--- src/rtl/motor_pkg.sv ---
// Shared definitions for the six-step commutation scheduler:
// FSM state encoding, step width, step-to-gate table and step sequencing helpers.
package motor_pkg;

    localparam int STEP_W = 3;

    typedef enum logic [1:0] {
        IDLE = 2'd0,
        RUN  = 2'd1,
        DEAD = 2'd2
    } schedStateT;

    // Entry = {hi[2:0], lo[2:0]}, bit order {C,B,A}; step n drives hi/lo: A/B, A/C, B/C, B/A, C/A, C/B
    localparam logic [5:0] STEP_TABLE [0:5] = '{
        6'b001_010,
        6'b001_100,
        6'b010_100,
        6'b010_001,
        6'b100_001,
        6'b100_010
    };

    function automatic logic [5:0] stepGates(input logic [STEP_W-1:0] s);
        logic [5:0] g;
        g = '0;
        if (s < 3'd6) g = STEP_TABLE[s];
        return g;
    endfunction

    function automatic logic [STEP_W-1:0] nextStep(input logic [STEP_W-1:0] s, input logic fwd);
        if (fwd) return (s == 3'd5) ? 3'd0 : s + 3'd1;
        else     return (s == 3'd0) ? 3'd5 : s - 3'd1;
    endfunction

endpackage

--- src/rtl/commutation_scheduler_6step_if.sv ---
// Control/status bundle between the motor control logic (master) and the
// commutation scheduler (slave).
interface commutation_scheduler_6step_if
    import motor_pkg::*;
#(
    parameter int PERIOD_W = 16
);
    logic                startI;
    logic                stopI;
    logic                dirI;
    logic [PERIOD_W-1:0] periodI;
    logic                cfgLoadI;
    logic                busyO;
    logic [STEP_W-1:0]   stepO;
    logic                stepPulseO;
    logic [2:0]          phaseHiO;
    logic [2:0]          phaseLoO;

    modport master (
        output startI, stopI, dirI, periodI, cfgLoadI,
        input  busyO, stepO, stepPulseO, phaseHiO, phaseLoO
    );

    modport slave (
        input  startI, stopI, dirI, periodI, cfgLoadI,
        output busyO, stepO, stepPulseO, phaseHiO, phaseLoO
    );
endinterface

--- src/rtl/commutation_scheduler_6step_tick_down_counter.sv ---
// Loadable down-counter advanced by the 1 MHz tick enable; saturates at zero
// and flags it. Load has priority over a coincident tick.
module tick_down_counter #(
    parameter int W = 16
) (
    input  logic         clkI,
    input  logic         rstI,
    input  logic         loadI,
    input  logic [W-1:0] loadValI,
    input  logic         tickI,
    output logic         zeroO
);
    logic [W-1:0] countQ;

    always_ff @(posedge clkI) begin
        if (rstI)                          countQ <= '0;
        else if (loadI)                    countQ <= loadValI;
        else if (tickI && countQ != '0)    countQ <= countQ - 1'b1;
    end

    assign zeroO = (countQ == '0);
endmodule

--- src/rtl/commutation_scheduler_6step.sv ---
// Six-step trapezoidal commutation scheduler with programmable step period.
// Define DEADTIME_EN to insert DEAD_TICKS of all-gates-off between steps.
module commutation_scheduler_6step
    import motor_pkg::*;
#(
    parameter int PERIOD_W   = 16,
    parameter int MIN_PERIOD = 4,
    parameter int DEAD_TICKS = 2
) (
    input logic clk50mhzI,
    input logic rstI,
    input logic tick1mhzI,
    commutation_scheduler_6step_if.slave ctl
);
    localparam logic [PERIOD_W-1:0] MIN_P = PERIOD_W'(MIN_PERIOD);

    schedStateT          stateQ, stateD;
    logic [STEP_W-1:0]   stepQ, stepD;
    logic                busyQ, busyD;
    logic                pulseQ, pulseD;
    logic [2:0]          hiQ, hiD, loQ, loD;
    logic [PERIOD_W-1:0] shadowQ;
    logic                perLoad, perZero;

    always_ff @(posedge clk50mhzI) begin
        if (rstI)              shadowQ <= MIN_P;
        else if (ctl.cfgLoadI) shadowQ <= (ctl.periodI < MIN_P) ? MIN_P : ctl.periodI;
    end

    // Loaded with period-1 so the tick seen at zero is the step boundary
    tick_down_counter #(.W(PERIOD_W)) uPeriodCnt (
        .clkI     (clk50mhzI),
        .rstI     (rstI),
        .loadI    (perLoad),
        .loadValI (shadowQ - 1'b1),
        .tickI    (tick1mhzI),
        .zeroO    (perZero)
    );

`ifdef DEADTIME_EN
    localparam int DEAD_W = (DEAD_TICKS > 1) ? $clog2(DEAD_TICKS) : 1;

    logic              deadLoad, deadZero;
    logic [STEP_W-1:0] pendQ, pendD;

    tick_down_counter #(.W(DEAD_W)) uDeadCnt (
        .clkI     (clk50mhzI),
        .rstI     (rstI),
        .loadI    (deadLoad),
        .loadValI (DEAD_W'(DEAD_TICKS - 1)),
        .tickI    (tick1mhzI),
        .zeroO    (deadZero)
    );

    always_ff @(posedge clk50mhzI) begin
        if (rstI) pendQ <= '0;
        else      pendQ <= pendD;
    end
`endif

    always_ff @(posedge clk50mhzI) begin
        if (rstI) begin
            stateQ <= IDLE;
            stepQ  <= '0;
            busyQ  <= 1'b0;
            pulseQ <= 1'b0;
            hiQ    <= '0;
            loQ    <= '0;
        end else begin
            stateQ <= stateD;
            stepQ  <= stepD;
            busyQ  <= busyD;
            pulseQ <= pulseD;
            hiQ    <= hiD;
            loQ    <= loD;
        end
    end

    always_comb begin
        stateD  = stateQ;
        stepD   = stepQ;
        pulseD  = 1'b0;
        perLoad = 1'b0;
`ifdef DEADTIME_EN
        deadLoad = 1'b0;
        pendD    = pendQ;
`endif
        if (ctl.stopI) begin
            stateD = IDLE;
        end else begin
            case (stateQ)
                IDLE: begin
                    if (ctl.startI) begin
                        stateD  = RUN;
                        stepD   = '0;
                        pulseD  = 1'b1;
                        perLoad = 1'b1;
                    end
                end
                RUN: begin
                    if (tick1mhzI && perZero) begin
`ifdef DEADTIME_EN
                        stateD   = DEAD;
                        pendD    = nextStep(stepQ, ctl.dirI);
                        deadLoad = 1'b1;
`else
                        stepD   = nextStep(stepQ, ctl.dirI);
                        pulseD  = 1'b1;
                        perLoad = 1'b1;
`endif
                    end
                end
`ifdef DEADTIME_EN
                DEAD: begin
                    if (tick1mhzI && deadZero) begin
                        stateD  = RUN;
                        stepD   = pendQ;
                        pulseD  = 1'b1;
                        perLoad = 1'b1;
                    end
                end
`endif
                default: stateD = IDLE;
            endcase
        end
        busyD      = (stateD != IDLE);
        {hiD, loD} = (stateD == RUN) ? stepGates(stepD) : 6'b0;
    end

    assign ctl.busyO      = busyQ;
    assign ctl.stepO      = stepQ;
    assign ctl.stepPulseO = pulseQ;
    assign ctl.phaseHiO   = hiQ;
    assign ctl.phaseLoO   = loQ;
endmodule

--- src/flat_wrapper.sv ---
// flat-port wrapper written by rule: the top's interface ports become plain ports
module commutation_scheduler_6step_flat import motor_pkg::*;
#(
    parameter int PERIOD_W   = 16,
    parameter int MIN_PERIOD = 4,
    parameter int DEAD_TICKS = 2
)
  (clk50mhzI, rstI, tick1mhzI, ctl_startI, ctl_stopI, ctl_dirI, ctl_periodI, ctl_cfgLoadI, ctl_busyO, ctl_stepO, ctl_stepPulseO, ctl_phaseHiO, ctl_phaseLoO);
  commutation_scheduler_6step_if #(.PERIOD_W(PERIOD_W)) ctl_i ();
  input logic clk50mhzI;
  input logic rstI;
  input logic tick1mhzI;
  input wire logic [$bits(ctl_i.startI)-1:0] ctl_startI;
  input wire logic [$bits(ctl_i.stopI)-1:0] ctl_stopI;
  input wire logic [$bits(ctl_i.dirI)-1:0] ctl_dirI;
  input wire logic [$bits(ctl_i.periodI)-1:0] ctl_periodI;
  input wire logic [$bits(ctl_i.cfgLoadI)-1:0] ctl_cfgLoadI;
  output wire logic [$bits(ctl_i.busyO)-1:0] ctl_busyO;
  output wire logic [$bits(ctl_i.stepO)-1:0] ctl_stepO;
  output wire logic [$bits(ctl_i.stepPulseO)-1:0] ctl_stepPulseO;
  output wire logic [$bits(ctl_i.phaseHiO)-1:0] ctl_phaseHiO;
  output wire logic [$bits(ctl_i.phaseLoO)-1:0] ctl_phaseLoO;
  assign ctl_i.startI = ctl_startI;
  assign ctl_i.stopI = ctl_stopI;
  assign ctl_i.dirI = ctl_dirI;
  assign ctl_i.periodI = ctl_periodI;
  assign ctl_i.cfgLoadI = ctl_cfgLoadI;
  assign ctl_busyO = ctl_i.busyO;
  assign ctl_stepO = ctl_i.stepO;
  assign ctl_stepPulseO = ctl_i.stepPulseO;
  assign ctl_phaseHiO = ctl_i.phaseHiO;
  assign ctl_phaseLoO = ctl_i.phaseLoO;
  commutation_scheduler_6step #(.PERIOD_W(PERIOD_W), .MIN_PERIOD(MIN_PERIOD), .DEAD_TICKS(DEAD_TICKS)) u_core (.clk50mhzI(clk50mhzI), .rstI(rstI), .tick1mhzI(tick1mhzI), .ctl(ctl_i));
endmodule
--- config.mk ---
export PLATFORM = sky130hd
export DESIGN_NAME = commutation_scheduler_6step_flat
export DESIGN_NICKNAME = d
export VERILOG_FILES = /design/src/rtl/motor_pkg.sv /design/src/rtl/commutation_scheduler_6step_if.sv /design/src/rtl/commutation_scheduler_6step_tick_down_counter.sv /design/src/rtl/commutation_scheduler_6step.sv /design/src/flat_wrapper.sv
export SDC_FILE = /design/constraint.sdc
export NUM_CORES = 1
export LEC_CHECK = 0
export ABC_AREA = 1
export BUFFER_PORTS_ARGS = -buffer_cell sky130_fd_sc_hd__buf_2
export CAP_MARGIN = 20
export CORE_MARGIN = 10
export CORE_UTILIZATION = 63
export CTS_CLUSTER_SIZE = 30
export DETAILED_ROUTE_END_ITERATION = 10
export GPL_TIMING_DRIVEN = 0
export PLACE_DENSITY = 0.95
export SLEW_MARGIN = 0
export SYNTH_ARGS = -nofsm -noshare
export SYNTH_HDL_FRONTEND = slang
export SYNTH_SLANG_ARGS = --single-unit
export TNS_END_PERCENT = 10
--- constraint.sdc ---
create_clock -name clk50mhzI -period 5.75 [get_ports clk50mhzI]
set_input_delay 0.575 -clock clk50mhzI [delete_from_list [all_inputs] [get_ports clk50mhzI]]
set_output_delay 0.575 -clock clk50mhzI [all_outputs]
set_load 0.05 [all_outputs]
* Yosys cells after proc, flatten, opt, wreduce, memory -nomap -nowiden
Memories as Yosys holds them, arrays and structs flattened. A register that Yosys moved wholly into a read port is not among the register bits.
Index checks and enable logic that the tools add are counted.
** Cells by class
- Add/sub/neg operators :: 4
- Order comparisons :: 2
- Equal/unequal tests :: 3
- Multiplexer cells :: 17
- Bitwise logic cells :: 3
- Reduce and logical (&&, ||, !) cells :: 9
** Operators by type and width (count)
- $mux W16 :: 3
- $sub A16 B1 Y16 const B :: 2
- $mux W3 :: 6
- $logic_not A16 Y1 :: 1
- $lt A16 B3 Y1 const B :: 1
- $reduce_bool A16 Y1 :: 1
- $pmux W3 S2 :: 1
- $eq A2 B1 Y1 const B :: 2
- $mux W2 :: 2
- $not A3 Y4 :: 1
- $pmux W2 S2 :: 1
- $reduce_bool A2 Y1 :: 2
- $add A3 B1 Y3 const B :: 1
- $eq A3 B3 Y1 const B :: 1
- $logic_not A3 Y1 :: 1
- $lt A3 B3 Y1 const B :: 1
- $mux W1 :: 3
- $reduce_or A3 Y1 :: 1
- $sub A3 B1 Y3 const B :: 1
- $logic_and A1 B1 Y1 :: 2
- $logic_not A2 Y1 :: 1
- $not A1 Y1 :: 2
- $pmux W1 S2 :: 1
** Word-level totals
- Register bits after elaboration :: 39
- Memory bits (read-only) :: 48
- Input bits :: 23
- Logic and storage cells :: 45
- Memories kept :: 1
** Memory list
- (no name shown) :: words 8, bits a word 6, read ports 1, clocked after memory_dff 1, wr ports 0, RTL line motor_pkg.sv:26 : if (s < 3'd6) g = STEP_TABLE[s];

* Logic depth before layout (Yosys ltp)
- Depth in word-level cells :: 9
- Depth in mapped cells :: 19

* Modules after synthesis
From an unflattened synthesis, not the netlist that was laid out.
** Unflattened totals
- Cell total of the unflattened synthesis :: 424
- Area total of the unflattened synthesis :: 2698.8 um2
** By module, submodules not included
- commutation_scheduler_6step :: instances 1, cells each 212, area an instance 1503.9 um2, sequential area each 580.6 um2
- tick_down_counter :: instances 1, cells each 212, area an instance 1194.9 um2, sequential area each 320.3 um2

* Least setup slack after synthesis
Ideal clock, no wire load.
- Path type :: input-to-reg
- From :: input ctl_stopI
- To :: register u_core.uPeriodCnt.countQ[8]
- Setup time :: 0.114 ns
- Data arrival time :: 2.066 ns
- Required time :: 5.636 ns
- Path slack :: 3.570 ns
- Stages on the path :: 14
- Cells stage by stage :: nor2_1 o21ai_1 inv_2 buf_2 nand3b_1 nand2_1 ha_1 inv_1 nor2_4 nand2_2 nor2_4 nor2_1 o21bai_1 inv_1
** On the way
- Cells in the longest elaborated chain, start to end :: 2
- Elaborated cells on any way between the ends :: 3
- Those cells by class :: mux: 2; reduce/logical: 1
** Ends and longest elaborated chain
- from (decl) :: RTL line flat_wrapper.sv:14 : input wire logic [$bits(ctl_i.stopI)-1:0] ctl_stopI;
- $mux W1 (*) :: RTL line commutation_scheduler_6step.sv:88 : if (ctl.stopI) begin
- $mux W16 or $reduce_bool A2 Y1 (tied branches)
- to (signal assigned) :: RTL line commutation_scheduler_6step_tick_down_counter.sv:17 : else if (loadI) countQ <= loadValI;
- to (signal assigned) :: RTL line commutation_scheduler_6step_tick_down_counter.sv:18 : else if (tickI && countQ != '0) countQ <= countQ - 1'b1;
- to (decl) :: RTL line commutation_scheduler_6step_tick_down_counter.sv:13 : logic [W-1:0] countQ;
Mark *: on every way between the ends. The rest lies on a longest branch, timed or not.
A chain may end at the register's enable or synchronous reset.

* Worst setup path in the final report
- From :: register u_core.uPeriodCnt.countQ[0]
- To :: register u_core.uPeriodCnt.countQ[8]
** On the way
- Cells in the longest elaborated chain, start to end :: 6
- Elaborated cells on any way between the ends :: 11
- Those cells by class :: add/sub: 1; mux: 5; reduce/logical: 5
** Ends and longest elaborated chain
- parallel branches: the longest is 6 deep, another holds $sub A16 B1 Y16
Several ways; the timed one is not identified. The select of a mux whose other input is x is not followed.

==> run summary <==
Initial antenna violation count - 0
CTS tree - built
Routed wire per std cell - 14.8 um
Vias per cell - 5.54
Vias - 2933
Largest net degree at the start of global routing - 15
CTS Buffer Depth - 2
ANT cells - 0
Syn Nets - 463
TritonCTS buffer count - 5
Max cap viols - 0
Critical path class - reg -> reg
First-pass GRT wire length - 13200 um
ANT nets after route - 0
Net count, final - 503
CORE AREA - 4320 um^2
Rel. slew slack - 0.595
Yosys Warn Count - 0
H-tree depth - 2
Total Routed Length - 7820 um
Starting DRT DRC Count - 217
Tmin final - 2.47 ns
Area of the die - 7490 um^2
Register area share after synthesis - 0.323
Pwr dens - 263 nW/um^2
CTS Root Cell - clkbuf_8
Placed Area - 3020 um^2
Area Growth Syn to Fin - 11.4%
DRC - 0
Crit-path max FO - 10
Overall fraction of global-route tracks in use - 0.217
Fmax - 0.404 GHz
Setup bufs post-CTS - 0
PortBufs - 33
Layout cell share with drive strength beyond 1 - 0.159
Max Used Layer - met4
Met3 wire length - 497 um
Detailed Place HPWL - 6280 um
Final setup viols - 0
Unique cell type count in the Yosys netlist - 35
Post-Route M1 WL - 3520 um
Post-CTS sizing - 0
Die width - 86.5 um
Mapped Avg Cell Area - 6.39 um^2
Drt first pass iters - 5
CTS hold repair buffers - 0
Crit path arrival time - 2.68 ns
Synth top area share - 0.323
Worst-Skew Late Latency - 0.30 ns
Worst min path class - in -> reg
Unrepaired setup endpoints after global routing - no
Synth area leaders - dfxtp_1 (32%), nand2_1 (15%), nor2_1 (9.6%)
Final WS setup - 3.28 ns
Fin Clk Skew - 0.00739 ns
Fin crit share - 0.430
Worst slew pin tran - 0.607 ns
Critical path startpoint category - flip-flop
Clk sinks - 45
Num rows - 24
Crit. End Element - flip-flop
Final max-slew violation count - 0
IO Pins - 34
Cell leakage power - 1.58 nW
GP Congestion - 0.967
Status - finished, final reports clean
Vias in the first global route - 2911
Leading area contributor after synthesis - dfxtp_1
Cells after synthesis - 436
Gr ovfl total - 0
Setup tns final - 0 ns
Post-route cell area - 3110 um^2
Most frequent cells in the layout - nand2_1 (111), nor2_1 (71), inv_1 (47)
Fin. Hold Viols - 0
Cell area after synthesis - 2790 um^2
#FFs+latches synth - 45
Worst Path Required - 5.95 ns
Die height - 86.5 um
VDD IR max - 0.232 mV
Commonest non-fill, non-tap cell in the layout - nand2_1
Met2 Routed Length - 3620 um
Setup WS pre-CTS - 3.19 ns
Initial core utilization - 0.645
Clock-pin slew on the worst setup and hold paths - 0.09 ns
==> critical path: stages, from the launching register on <==
cell and delay [ns]:
dfxtp_1 0.34, nor2_1 0.14, nand2_1 0.12, nor2_4 0.17, nand3_4 0.14, nand2_4 0.12, nand2_4 0.07, buf_6 0.14
nand2_1 0.08, nand2_2 0.10, inv_2 0.09, ha_1 0.16, inv_1 0.07, nor2_4 0.17, nand2_2 0.11, nor2_4 0.14
nor2_1 0.05, o21bai_1 0.13, inv_1 0.04
==> layer usage <==
metal	track usage	vias to the layer above
met4	0.0736	0
met1	0.266	1327
met2	0.362	112
met5	0	-
met3	0.0507	21
li1	-	1473
==> flip-flops by register name, indices dropped and copies added (netlist names) <==
register,count
u_core.ctl.busyO,1
u_core.ctl.phaseHiO,3
u_core.ctl.phaseLoO,3
u_core.ctl.stepO,3
u_core.ctl.stepPulseO,1
u_core.shadowQ,16
u_core.stateQ,2
u_core.uPeriodCnt.countQ,16
==> cell usage after synthesis (all sizes together) <==
cell type / count
nand4: 1
nand3: 37
dfxtp: 45
a31oi: 3
buf: 10
ha: 4
conb: 1
o2111ai: 1
nand2: 120
a22oi: 1
a21oi: 11
o211ai: 2
o22ai: 1
o21ai: 41
nand3b: 8
clkbuf: 7
nor4: 3
a211oi: 5
o21bai: 2
mux2i: 1
clkinv: 1
nor2: 82
inv: 49
==> final timing paths <==
path / depth (start not counted) / to / slack [ns] / start
worst max-delay path: 18 / u_core.uPeriodCnt.countQ[8] / 3.28 / u_core.uPeriodCnt.countQ[0]
worst min-delay path: 2 / u_core.ctl.busyO / 0.49 / rstI
worst max register to register: 18 / u_core.uPeriodCnt.countQ[8] / 3.28 / u_core.uPeriodCnt.countQ[0]
worst min register to register: 2 / u_core.shadowQ[8] / 0.50 / u_core.shadowQ[8]
==> logic make-up (layout without fill, tap and decap cells) <==
| group | after synthesis | in the layout | synth area share |
|---|---|---|---|
| muxes | 1 | 1 | 0.00359 |
| buffers and inverters | 67 | 108 | 0.110 |
| AOI/OAI and AO/OA | 67 | 67 | 0.132 |
| adders and majority gates | 4 | 4 | 0.0180 |
| and+or+nand+nor | 251 | 251 | 0.412 |
| other | 1 | 1 | 0.00135 |
| DFF | 45 | 45 | 0.323 |
==> per-stage QoR <==
step / std cells / total power [mW] / hold WS, ns / util
after floorplan: 436 / 0.554 / 0.451 / -
after global placement: 521 / 0.612 / 0.482 / 0.698
after detailed placement: 521 / 0.618 / 0.484 / 0.698
after CTS: 529 / 0.812 / 0.493 / 0.718
after global routing: 529 / 0.866 / 0.513 / 0.718
final: 529 / 0.818 / 0.494 / 0.718
==> final cells by class <==
cell class / count / area [um^2]
buffer: 17 / 118
clock buffer: 6 / 72.6
clock inverter: 2 / 15.0
fill: 383 / 1220
inverter: 50 / 188
multi-input combinational: 324 / 1580
sequential: 45 / 901
tap: 52 / 65.1
timing repair buffer: 33 / 165
==> power breakdown <==
part	internal, mW	switching [mW]	total (mW)
registers	0.336	0.0219	0.358
clock network	0.0858	0.116	0.202
logic	0.0863	0.172	0.258
No activity file was read; power rests on OpenSTA's default activity.
